==> src/rtl/uart_baud_if.sv <==
// Baud controller bundle: divisor handshake, run/sync
// controls and the tick outputs shared with TX/RX.
interface uart_baud_if #(
    parameter int DIV_W = 16
);
    logic             en;
    logic             cfg_valid;
    logic [DIV_W-1:0] cfg_div;
    logic             cfg_ready;
    logic             cfg_err;
    logic             sync_req;
    logic             os_tick;
    logic             bit_tick;
    logic [DIV_W-1:0] cur_div;

    modport master (
        output en, cfg_valid, cfg_div, sync_req,
        input  cfg_ready, cfg_err, os_tick, bit_tick, cur_div
    );

    modport slave (
        input  en, cfg_valid, cfg_div, sync_req,
        output cfg_ready, cfg_err, os_tick, bit_tick, cur_div
    );
endinterface

==> src/rtl/uart_baud_ctrl.sv <==
// Baud tick generator with glitch-free divisor updates
// applied on bit boundaries and mid-bit phase realignment.
module uart_baud_ctrl #(
    parameter int DIV_W       = 16,
    parameter int OVS         = 16,
    parameter int DEFAULT_DIV = 163
) (
    input  logic        clk,
    input  logic        rst,
    uart_baud_if.slave  b
);
    localparam int OS_W = $clog2(OVS);
    localparam logic [OS_W-1:0] OS_LAST = OS_W'(OVS - 1);
    localparam logic [OS_W-1:0] OS_HALF = OS_W'(OVS / 2);

    typedef enum logic {IDLE, RUN} state_t;

    state_t           state_q, state_d;
    logic [DIV_W-1:0] cnt_q, cnt_d;
    logic [OS_W-1:0]  os_cnt_q, os_cnt_d;
    logic [DIV_W-1:0] cur_div_q, cur_div_d;
    logic [DIV_W-1:0] pend_div_q, pend_div_d;
    logic             pend_q, pend_d;
    logic             os_tick_q, os_tick_d;
    logic             bit_tick_q, bit_tick_d;
    logic             cfg_err_q, cfg_err_d;
    logic             cfg_ready_q, cfg_ready_d;

    logic xfer;
    logic bad_div;
    logic wrap;
    logic apply_evt;

    assign xfer    = b.cfg_valid && cfg_ready_q;
    assign bad_div = b.cfg_div < DIV_W'(2);
    assign wrap    = cnt_q == (cur_div_q - DIV_W'(1));

    // Next-state: counters, ticks and divisor hand-over
    always_comb begin
        state_d    = state_q;
        cnt_d      = cnt_q;
        os_cnt_d   = os_cnt_q;
        cur_div_d  = cur_div_q;
        pend_div_d = pend_div_q;
        pend_d     = pend_q;
        os_tick_d  = 1'b0;
        bit_tick_d = 1'b0;
        apply_evt  = 1'b0;
        cfg_err_d  = xfer && bad_div;

        unique case (state_q)
            IDLE: begin
                cnt_d    = '0;
                os_cnt_d = '0;
                if (b.en) begin
                    state_d = RUN;
                end
                if (xfer && !bad_div) begin
                    cur_div_d = b.cfg_div;
                end
            end
            RUN: begin
                if (!b.en) begin
                    state_d   = IDLE;
                    cnt_d     = '0;
                    os_cnt_d  = '0;
                    apply_evt = 1'b1;
                end else if (b.sync_req) begin
                    cnt_d     = '0;
                    os_cnt_d  = OS_HALF;
                    apply_evt = 1'b1;
                end else if (wrap) begin
                    cnt_d     = '0;
                    os_tick_d = 1'b1;
                    if (os_cnt_q == OS_LAST) begin
                        os_cnt_d   = '0;
                        bit_tick_d = 1'b1;
                        apply_evt  = 1'b1;
                    end else begin
                        os_cnt_d = os_cnt_q + OS_W'(1);
                    end
                end else begin
                    cnt_d = cnt_q + DIV_W'(1);
                end

                if (apply_evt && pend_q) begin
                    cur_div_d = pend_div_q;
                    pend_d    = 1'b0;
                end
                // A request landing on a boundary edge takes effect at once
                if (xfer && !bad_div) begin
                    if (apply_evt) begin
                        cur_div_d = b.cfg_div;
                    end else begin
                        pend_div_d = b.cfg_div;
                        pend_d     = 1'b1;
                    end
                end
            end
        endcase

        cfg_ready_d = !pend_d && !(apply_evt && pend_q);
    end

    // State and output registers
    always_ff @(posedge clk) begin
        if (rst) begin
            state_q     <= IDLE;
            cnt_q       <= '0;
            os_cnt_q    <= '0;
            cur_div_q   <= DIV_W'(DEFAULT_DIV);
            pend_div_q  <= '0;
            pend_q      <= 1'b0;
            os_tick_q   <= 1'b0;
            bit_tick_q  <= 1'b0;
            cfg_err_q   <= 1'b0;
            cfg_ready_q <= 1'b1;
        end else begin
            state_q     <= state_d;
            cnt_q       <= cnt_d;
            os_cnt_q    <= os_cnt_d;
            cur_div_q   <= cur_div_d;
            pend_div_q  <= pend_div_d;
            pend_q      <= pend_d;
            os_tick_q   <= os_tick_d;
            bit_tick_q  <= bit_tick_d;
            cfg_err_q   <= cfg_err_d;
            cfg_ready_q <= cfg_ready_d;
        end
    end

    assign b.os_tick   = os_tick_q;
    assign b.bit_tick  = bit_tick_q;
    assign b.cfg_err   = cfg_err_q;
    assign b.cfg_ready = cfg_ready_q;
    assign b.cur_div   = cur_div_q;
endmodule

==> src/flat_wrapper.sv <==
// flat-port wrapper written by rule: the top's interface ports become plain ports
module uart_baud_ctrl_flat 
#(
    parameter int DIV_W       = 16,
    parameter int OVS         = 16,
    parameter int DEFAULT_DIV = 163
)
  (clk, rst, b_en, b_cfg_valid, b_cfg_div, b_sync_req, b_cfg_ready, b_cfg_err, b_os_tick, b_bit_tick, b_cur_div);
  uart_baud_if #(.DIV_W(DIV_W)) b_i ();
  input  logic clk;
  input  logic rst;
  input wire logic [$bits(b_i.en)-1:0] b_en;
  input wire logic [$bits(b_i.cfg_valid)-1:0] b_cfg_valid;
  input wire logic [$bits(b_i.cfg_div)-1:0] b_cfg_div;
  input wire logic [$bits(b_i.sync_req)-1:0] b_sync_req;
  output wire logic [$bits(b_i.cfg_ready)-1:0] b_cfg_ready;
  output wire logic [$bits(b_i.cfg_err)-1:0] b_cfg_err;
  output wire logic [$bits(b_i.os_tick)-1:0] b_os_tick;
  output wire logic [$bits(b_i.bit_tick)-1:0] b_bit_tick;
  output wire logic [$bits(b_i.cur_div)-1:0] b_cur_div;
  assign b_i.en = b_en;
  assign b_i.cfg_valid = b_cfg_valid;
  assign b_i.cfg_div = b_cfg_div;
  assign b_i.sync_req = b_sync_req;
  assign b_cfg_ready = b_i.cfg_ready;
  assign b_cfg_err = b_i.cfg_err;
  assign b_os_tick = b_i.os_tick;
  assign b_bit_tick = b_i.bit_tick;
  assign b_cur_div = b_i.cur_div;
  uart_baud_ctrl #(.DIV_W(DIV_W), .OVS(OVS), .DEFAULT_DIV(DEFAULT_DIV)) u_core (.clk(clk), .rst(rst), .b(b_i));
endmodule
==> config.mk <==
export PLATFORM = sky130hd
export DESIGN_NAME = uart_baud_ctrl_flat
export DESIGN_NICKNAME = d
export VERILOG_FILES = /design/src/rtl/uart_baud_if.sv /design/src/rtl/uart_baud_ctrl.sv /design/src/flat_wrapper.sv
export SDC_FILE = /design/constraint.sdc
export NUM_CORES = 1
export LEC_CHECK = 0
export ABC_AREA = 1
export CAP_MARGIN = 20
export CORE_ASPECT_RATIO = 1.2
export CORE_MARGIN = 1.5
export CORE_UTILIZATION = 45
export DETAILED_ROUTE_END_ITERATION = 10
export PLACE_DENSITY_LB_ADDON = 0.05
export SYNTH_ARGS = -nofsm -noshare
export SYNTH_HDL_FRONTEND = slang
export SYNTH_SLANG_ARGS = --single-unit
==> constraint.sdc <==
create_clock -name clk -period 4.7 [get_ports clk]
set_clock_uncertainty 0.05 [all_clocks]
set_input_delay 0.94 -clock clk [delete_from_list [all_inputs] [get_ports clk]]
set_output_delay 0.94 -clock clk [all_outputs]
set_load 0.02 [all_outputs]
Yosys cells after proc, flatten, opt, wreduce, memory -nomap -nowiden
Index checks and enable logic that the tools add are counted.
{"block": "word_totals", "output_inout_bits": 20, "ff_bits": 58}
{"block": "classes", "n_addsub": 3, "n_lt_le_gt_ge": 1, "muxes": 26, "n_reduce_logical": 11, "n_eq_ne": 4, "bitwise_logic": 3}
{"op": "16-bit two-way mux", "count": 7}
{"op": "16-bit case mux with 2 select lines", "count": 2}
{"op": "16-bit by 1-bit adder with 16-bit output (second input constant)", "count": 1}
{"op": "16-bit == test", "count": 1}
{"op": "16-bit by 2-bit less-than comparator with 1-bit output (second input constant)", "count": 1}
{"op": "4-bit two-way mux", "count": 4}
{"op": "16-bit by 1-bit subtractor with 16-bit output (second input constant)", "count": 1}
{"op": "1-bit two-way mux", "count": 12}
{"op": "4-bit case mux with 2 select lines", "count": 1}
{"op": "1-bit logical AND", "count": 6}
{"op": "4-bit by 1-bit adder with 4-bit output (second input constant)", "count": 1}
{"op": "4-bit == test (second input constant)", "count": 1}
{"op": "4-bit != test (second input constant)", "count": 1}
{"op": "4-bit OR reduction", "count": 1}
{"op": "1-bit zero test", "count": 3}
{"op": "1-bit inverter", "count": 3}
{"op": "3-bit AND reduction", "count": 1}
{"op": "2-bit by 1-bit != test with 1-bit output (second input constant)", "count": 1}

Logic depth before layout (Yosys ltp)
Gate-level depths: netlist (run 1).
{"block": "logic_depth", "ltp_word": 13, "depth_mapped": 20}

Least setup slack after synthesis (run 1)
OpenSTA, ideal clock, no wires.
{"block": "synth_timing", "path_type": "in2reg", "start": "input b_cfg_div[4]", "end": "register u_core.cur_div_q[15] (netlist: u_core.b.cur_div[15])", "arrival_time_ns": 2.331, "slack_ns": 2.184, "t_required_ns": 4.515, "path_stages": 11, "setup_time_ns": 0.135, "cell_sequence": "nor2_1 -> nand3_1 -> nor4_1 -> a21oi_2 -> nor2_1 -> inv_2 -> buf_2 -> nand4_1 -> nand2_1 -> nor2_1 -> nor2_1"}
{"block": "synth_via", "elab_chain_cells": 5, "elab_cells_between_ends": 6, "classes_between": "1 x order compare; 1 x eq/ne; 2 x mux; 2 x reduce/logical"}
{"element": "from (decl)", "line": "flat_wrapper.sv:14", "rtl": "input wire logic [$bits(b_i.cfg_div)-1:0] b_cfg_div;"}
{"element": "16-bit by 2-bit less-than comparator with 1-bit output *", "line": "uart_baud_ctrl.sv:35", "rtl": "assign bad_div = b.cfg_div < DIV_W'(2);"}
{"element": "1-bit zero test *", "line": "uart_baud_ctrl.sv:58, uart_baud_ctrl.sv:91"}
{"element": "1-bit logical AND *", "line": "uart_baud_ctrl.sv:58, uart_baud_ctrl.sv:91"}
{"element": "16-bit two-way mux", "line": "uart_baud_ctrl.sv:91", "rtl": "if (xfer && !bad_div) begin"}
{"element": "16-bit case mux with 2 select lines", "line": "uart_baud_ctrl.sv:51", "rtl": "unique case (state_q)"}
{"element": "to (signal assigned)", "line": "uart_baud_ctrl.sv:111", "rtl": "cur_div_q <= DIV_W'(DEFAULT_DIV);"}
{"element": "to (signal assigned)", "line": "uart_baud_ctrl.sv:122", "rtl": "cur_div_q <= cur_div_d;"}
{"element": "to (decl)", "line": "uart_baud_ctrl.sv:21", "rtl": "logic [DIV_W-1:0] cur_div_q, cur_div_d;"}
Every way passes the cells marked *; elsewhere a longest branch is shown, timed or not.
A chain may end at the register's enable or synchronous reset.

Worst setup path in the final report (run 1)
{"block": "layout_timing", "start": "input b_cfg_div[8]", "end": "register u_core.cur_div_q[15] (netlist: u_core.b.cur_div[15])"}
The elaborated chain is that of the path after synthesis.

==> results of run 1 <==
[per-layer routing]
layer | routed length [um] | vias to the layer above | track usage, %
met5 | 0 | - | 0
met4 | 111 | 0 | 8.07
met3 | 433 | 9 | 3.13
met2 | 4010 | 85 | 37.0
met1 | 4060 | 1526 | 28.1
li1 | - | 1823 | -
[per-stage QoR]
stage	hold slack, ns	area [um^2]	total power [mW]	util (%)
after floorplan	0.371	3540	0.666	-
after global placement	0.389	3960	0.735	51.7
after detailed placement	0.394	3960	0.737	51.7
after CTS	0.405	4180	1.26	54.6
after global routing	0.422	4180	1.30	54.6
final	0.403	4180	1.24	54.6
[critical path, delay by kind of cell]
family                 cells  cell delay, ns
buffers and inverters      1            0.53
and+or+nand+nor            9            1.48
AOI/OAI and AO/OA          1            0.64
[layout make-up]
cell class                 count  area (um^2)
clock buffer                  11          141
clock inverter                 5         77.6
fill                         801         3480
inverter                      73          274
multi-input combinational    408         2000
sequential                    58         1160
tap                           92          115
timing repair buffer          42          415
[kinds of logic (layout without fill, tap and decap cells)]
group                      count (synthesis)  in the layout
xor gates and xnor gates                  15             15
AOI/OAI and AO/OA                         73             73
buffers and inverters                     89            131
DFF                                       58             58
and+or+nand+nor                          317            317
adders and majority gates                  3              3
[layout by cell type, fill, tap and decap left out, types with 4 or more instances in the layout]
cell type and instances:
o21ai_0 22, nand3b_1 4, nand3_1 36, dfxtp_1 58, nand2_2 7, nor3_1 11, xor2_1 10, nand2_1 155
nand4_1 4, a21oi_2 8, inv_1 71, xnor2_1 4, o211ai_1 4, nor2_2 5, o21ai_1 7, clkdlybuf4s50_1 40
nor2_1 79, clkbuf_8 10, a21oi_1 26
[registers in the layout, indices dropped and copies added, names as in the netlist]
name                count
u_core.b.cur_div       16
u_core.cnt_q           16
u_core.pend_div_q      16
u_core.os_cnt_q         4
u_core.b.bit_tick       1
u_core.b.cfg_err        1
u_core.b.cfg_ready      1
u_core.b.os_tick        1
u_core.pend_q           1
u_core.state_q          1
[final timing paths]
kind	start	endpoint	slack [ns]	cells past startpoint
setup / recovery	b_cfg_div[8]	u_core.b.cur_div[15]$_SDFFE_PP0P_	1.33	11
hold / removal	u_core.pend_div_q[1]$_SDFFE_PP0P_	u_core.pend_div_q[1]$_SDFFE_PP0P_	0.40	2
setup reg to reg	u_core.b.cur_div[0]$_SDFFE_PP1P_	u_core.b.cur_div[15]$_SDFFE_PP0P_	1.81	18
hold reg to reg	u_core.pend_div_q[1]$_SDFFE_PP0P_	u_core.pend_div_q[1]$_SDFFE_PP0P_	0.40	2
[power groups by stage]
| stage | Sequential, mW | Combinational, mW | Clock, mW |
|---|---|---|---|
| 6_report | 0.528 | 0.197 | 0.519 |
| 5_1_grt | 0.531 | 0.222 | 0.551 |
| 4_1_cts | 0.529 | 0.198 | 0.530 |
| 3_5_place_dp | 0.540 | 0.197 | 0 |
| 3_3_place_gp | 0.540 | 0.195 | 0 |
| 2_1_floorplan | 0.543 | 0.123 | 0 |
==> results.json, run 1 <==
{
  "cts_hold_buf": 0,
  "synth_cell_types": 38,
  "synth_most_common_cell": "nand2_1",
  "numPortBuffers": 40,
  "synth_adder_area_share_pct": 1.06,
  "cp.arrival_ns": 3.60,
  "core_region_area_mm2": 0.00766,
  "synth_nets": 579,
  "p_comb_share_pct": 15.8,
  "hp-class": "reg -> reg",
  "fp.dieH_um": 100,
  "overflow": 0,
  "cts_tree": "built",
  "power.density_mw_per_mm2": 298,
  "synthMuxAreaShare_pct": 0,
  "ys_warn_count": 0,
  "synth_xor_area_share_pct": 4.14,
  "syn-instance-count": 555,
  "worst_ir_drop_vdd_mv": 0.167,
  "maxSlewHeadroom_pct": 46.8,
  "io_pins": 41,
  "synth-edff-count": 0,
  "fin_setup_tns_ns": 0,
  "dp_hpwl_um": 6410,
  "grt_first_pass_wirelength_um": 14800,
  "slew_violations": 0,
  "cts_max_level": 3,
  "endpoint_kind": "flip-flop",
  "cts_sinks": 58,
  "antenna_left": 0,
  "switching_share_pct": 27.8,
  "cts_resized": 0,
  "fin_crit_sh_pct": 71.7,
  "synth_top_family_by_area": "simple AND/OR/NAND/NOR gates",
  "final-setup-viol-count": 0,
  "fp.dieArea_mm2": 0.00841,
  "diodes": 0,
  "final.setup.worst_slack_ns": 1.33,
  "rows": 35,
  "start_util_pct": 46.2,
  "synth_top_area_share_pct": 32.8,
  "synth_simple_gate_area_share_pct": 39.4,
  "rsz0062_at_grt": "false",
  "path_clk_slew_ns": 0.07,
  "path_class": "in -> reg",
  "p_int_mw": 0.898,
  "ys_seq_area_share_pct": 32.8,
  "fp.dieW_um": 84.0,
  "cp-start-kind": "input port",
  "cp_max_fo": 38,
  "avgSynthCellArea_um2": 6.38,
  "num-nets-final": 616,
  "placed_cells": 673,
  "worstMarginPinSlew_ns": 0.797,
  "synthesis.area_mm2": 0.00354,
  "leakagePower_nw": 1.81,
  "path_cells": "clkdlybuf4s50_1, nor2_1, nand3_1, nor4_1, a21oi_2, nand3_2, nand2_1, nand2_1, nand2_1, nor2_1, nor2_1",
  "post_cts_buffers": 0,
  "via_per_inst": 5.00,
  "slowest_stage": "nand3_2",
  "required_ns": 4.93,
  "fmax_mhz": 297,
  "hold_viol_final": 0,
  "clkPwrFrac_pct": 41.7,
  "insertion_delay_ns": 0.33,
  "grt_max_degree": 39,
  "synthTopCellsByArea": "dfxtp_1, nand2_1, nor2_1, inv_1, nand3_1",
  "critPathMaxStageDelay_ns": 0.68,
  "fin_crit_ns": 3.37,
  "pwr-share-seq_pct": 42.5,
  "final_cells": 689,
  "track_usage_pct": 21.7,
  "antenna_found_initial": 0,
  "ys_seq_elements": 58,
  "post-route-drc-count": 0,
  "wire_per_inst_um": 12.5,
  "switchingPower_mw": 0.346,
  "finalWirelength_um": 8620,
  "drv_cap": 0,
  "grt_pass1_vias": 3167,
  "synth_compound_area_share_pct": 11.8,
  "gp_congestion": 0.839,
  "clock_path_buffers": 2,
  "dp_slack_ns": 0.978,
  "area_growth_pct": 18.1,
  "dr.first_iter.drc_count": 127,
  "synth_ff_type": "dfxtp_1",
  "status": "finished clean",
  "layout-drive-gt1-share_pct": 8.54,
  "clock_tree.root_cell": "clkbuf_8",
  "cts_buffers": 9,
  "yosysTopAreaCell": "dfxtp_1",
  "synthArstFlopShare_pct": 0,
  "drt_first_pass_iters": 4,
  "num_vias": 3443,
  "synth_commonest_cells": "nand2_1, nor2_1, inv_1"
}
No activity file was read; power rests on OpenSTA's default activity.
==> run 2, diff against run 1 <==
==> constraint.sdc (replaced) <==
create_clock -name clk -period 3.3 [get_ports clk]
set_clock_uncertainty 0.05 [all_clocks]
set_input_delay 0.66 -clock clk [delete_from_list [all_inputs] [get_ports clk]]
set_output_delay 0.66 -clock clk [all_outputs]
set_load 0.02 [all_outputs]
==> run 2 against run 1 <==
Against the previous run:
- power increased by 33%
- worst hold slack got worse by 0.0032 ns
- sequential power increased by 42%
- die area unchanged
- combinational power increased by 46%
- via count increased by 1.3%
- sequential share of layout area about the same
- first-iteration DRC count increased by 3.9%
- largest power group unchanged
==> results.json, run 2 (same netlist as run 1, synthesis figures left out) <==
{
  "layout-drive-gt1-share_pct": 9.17,
  "drv_cap": 0,
  "endpoint_kind": "flip-flop",
  "cts_resized": 0,
  "via_per_inst": 5.04,
  "hp-class": "reg -> reg",
  "slew_violations": 0,
  "dp_slack_ns": 0.351,
  "power.density_mw_per_mm2": 395,
  "maxSlewHeadroom_pct": 57.8,
  "slowest_stage": "nand3_2",
  "area_growth_pct": 18.0,
  "track_usage_pct": 22.0,
  "rsz0062_at_grt": "false",
  "grt_first_pass_wirelength_um": 14800,
  "cp-start-kind": "flip-flop",
  "fp.dieW_um": 84.0,
  "clock_tree.root_cell": "clkbuf_8",
  "hp-start": "u_core.pend_div_q[1]$_SDFFE_PP0P_",
  "dr.first_iter.drc_count": 132,
  "finalWirelength_um": 8750,
  "io_pins": 41,
  "fmax_mhz": 368,
  "num_vias": 3487,
  "status": "finished clean",
  "fill_cells": 800,
  "fin_crit_sh_pct": 82.4,
  "fp.dieArea_mm2": 0.00841,
  "wire_per_inst_um": 12.6,
  "layout_commonest_cell": "nand2_1",
  "layout_common_cells": "nand2_1, nor2_1, inv_1, dfxtp_1, clkdlybuf4s50_1",
  "core_region_area_mm2": 0.00766,
  "worst_ir_drop_vdd_mv": 0.195,
  "path_class": "reg -> reg",
  "final.setup.worst_slack_ns": 0.579,
  "num-nets-final": 621,
  "cp.arrival_ns": 2.93,
  "numPortBuffers": 40,
  "cts_tree": "built",
  "cp_max_fo": 24,
  "worstSetupStartpoint": "u_core.b.cur_div[0]$_SDFFE_PP1P_",
  "crit_top_cell": "nand2_1",
  "fin_crit_ns": 2.72,
  "path_clk_slew_ns": 0.06,
  "dp_hpwl_um": 6600,
  "diodes": 0,
  "fp.dieH_um": 100,
  "postLayoutCellArea_mm2": 0.00418,
  "post_cts_buffers": 0,
  "dpl_cell_area_mm2": 0.00400,
  "reg2reg_from": "u_core.b.cur_div[0]$_SDFFE_PP1P_",
  "final_util_pct": 54.5,
  "rows": 35,
  "grt_pass1_vias": 3209,
  "worstMarginPinSlew_ns": 0.632,
  "fin_setup_tns_ns": 0,
  "critPathMaxStageDelay_ns": 0.38,
  "path_buf_inv": 3,
  "cp_top_family": "simple AND/OR/NAND/NOR gates",
  "required_ns": 3.51,
  "gp_congestion": 0.836,
  "antenna_left": 0,
  "grt_max_degree": 25,
  "drt_first_pass_iters": 4,
  "start_util_pct": 46.2,
  "path_cells": "inv_2, ha_1, inv_1, nand2_1, nand2_1, nor2_1, nand2_1, nor2_1, nand2_1, nor2_1, nand2_1, nor2_4, nand3_4, nand3_2, buf_4, o21ai_0, a21oi_1",
  "antenna_found_initial": 0,
  "insertion_delay_ns": 0.34,
  "post-route-drc-count": 0,
  "overflow": 0,
  "leakagePower_nw": 1.81,
  "fin_hold_ws_ns": 0.400,
  "cts_max_level": 3,
  "final-setup-viol-count": 0,
  "cts_sinks": 58,
  "clock_path_buffers": 2,
  "hold_viol_final": 0,
  "cts_buffers": 9,
  "cts_hold_buf": 0
}
## run 2: path summary, 6_finish.rpt
check / cells past startpoint / slack [ns] / endpoint
max reg2reg: 17 / 0.58 / u_core.pend_div_q[4]$_SDFFE_PP0P_
max: 17 / 0.58 / u_core.pend_div_q[4]$_SDFFE_PP0P_
min reg2reg: 2 / 0.40 / u_core.pend_div_q[1]$_SDFFE_PP0P_
min: 2 / 0.40 / u_core.pend_div_q[1]$_SDFFE_PP0P_
## run 2: final cells by class
class	instances	area [um^2]	area share (%)
Timing Repair Buffer	47	453	10.8
Tap cell	92	115	2.76
Clock inverter	2	12.5	0.299
Multi-Input combinational cell	408	2000	47.8
Sequential cell	58	1160	27.8
Clock buffer	12	165	3.95
Inverter	73	274	6.56
## run 2: power by group
group,switching (mW),internal [mW],total (mW)
Sequential,0.0312,0.720,0.751
Combinational,0.168,0.119,0.287
Clock,0.286,0.324,0.611
Total,0.486,1.16,1.65
## run 2: per-layer routing
layer  up-vias  wire length, um  global-route usage (%)
li1       1835                -                       -
met1      1574             4130                    27.8
met2        68             4220                    38.3
met3        10              287                    4.69
met4         0              107                    5.93
met5         -                0                       0
## run 2: tightest hold or removal path, cell delays in order (launching register included)
cell and delay [ns]:
dfxtp_1 0.31, inv_1 0.05, a21oi_1 0.05
## run 2: per-stage QoR
step	instances	power, mW
final	692	1.65
after detailed placement	678	1.05
after floorplan	555	0.949
after CTS	692	1.67
after global placement	678	1.05
after global routing	692	1.74
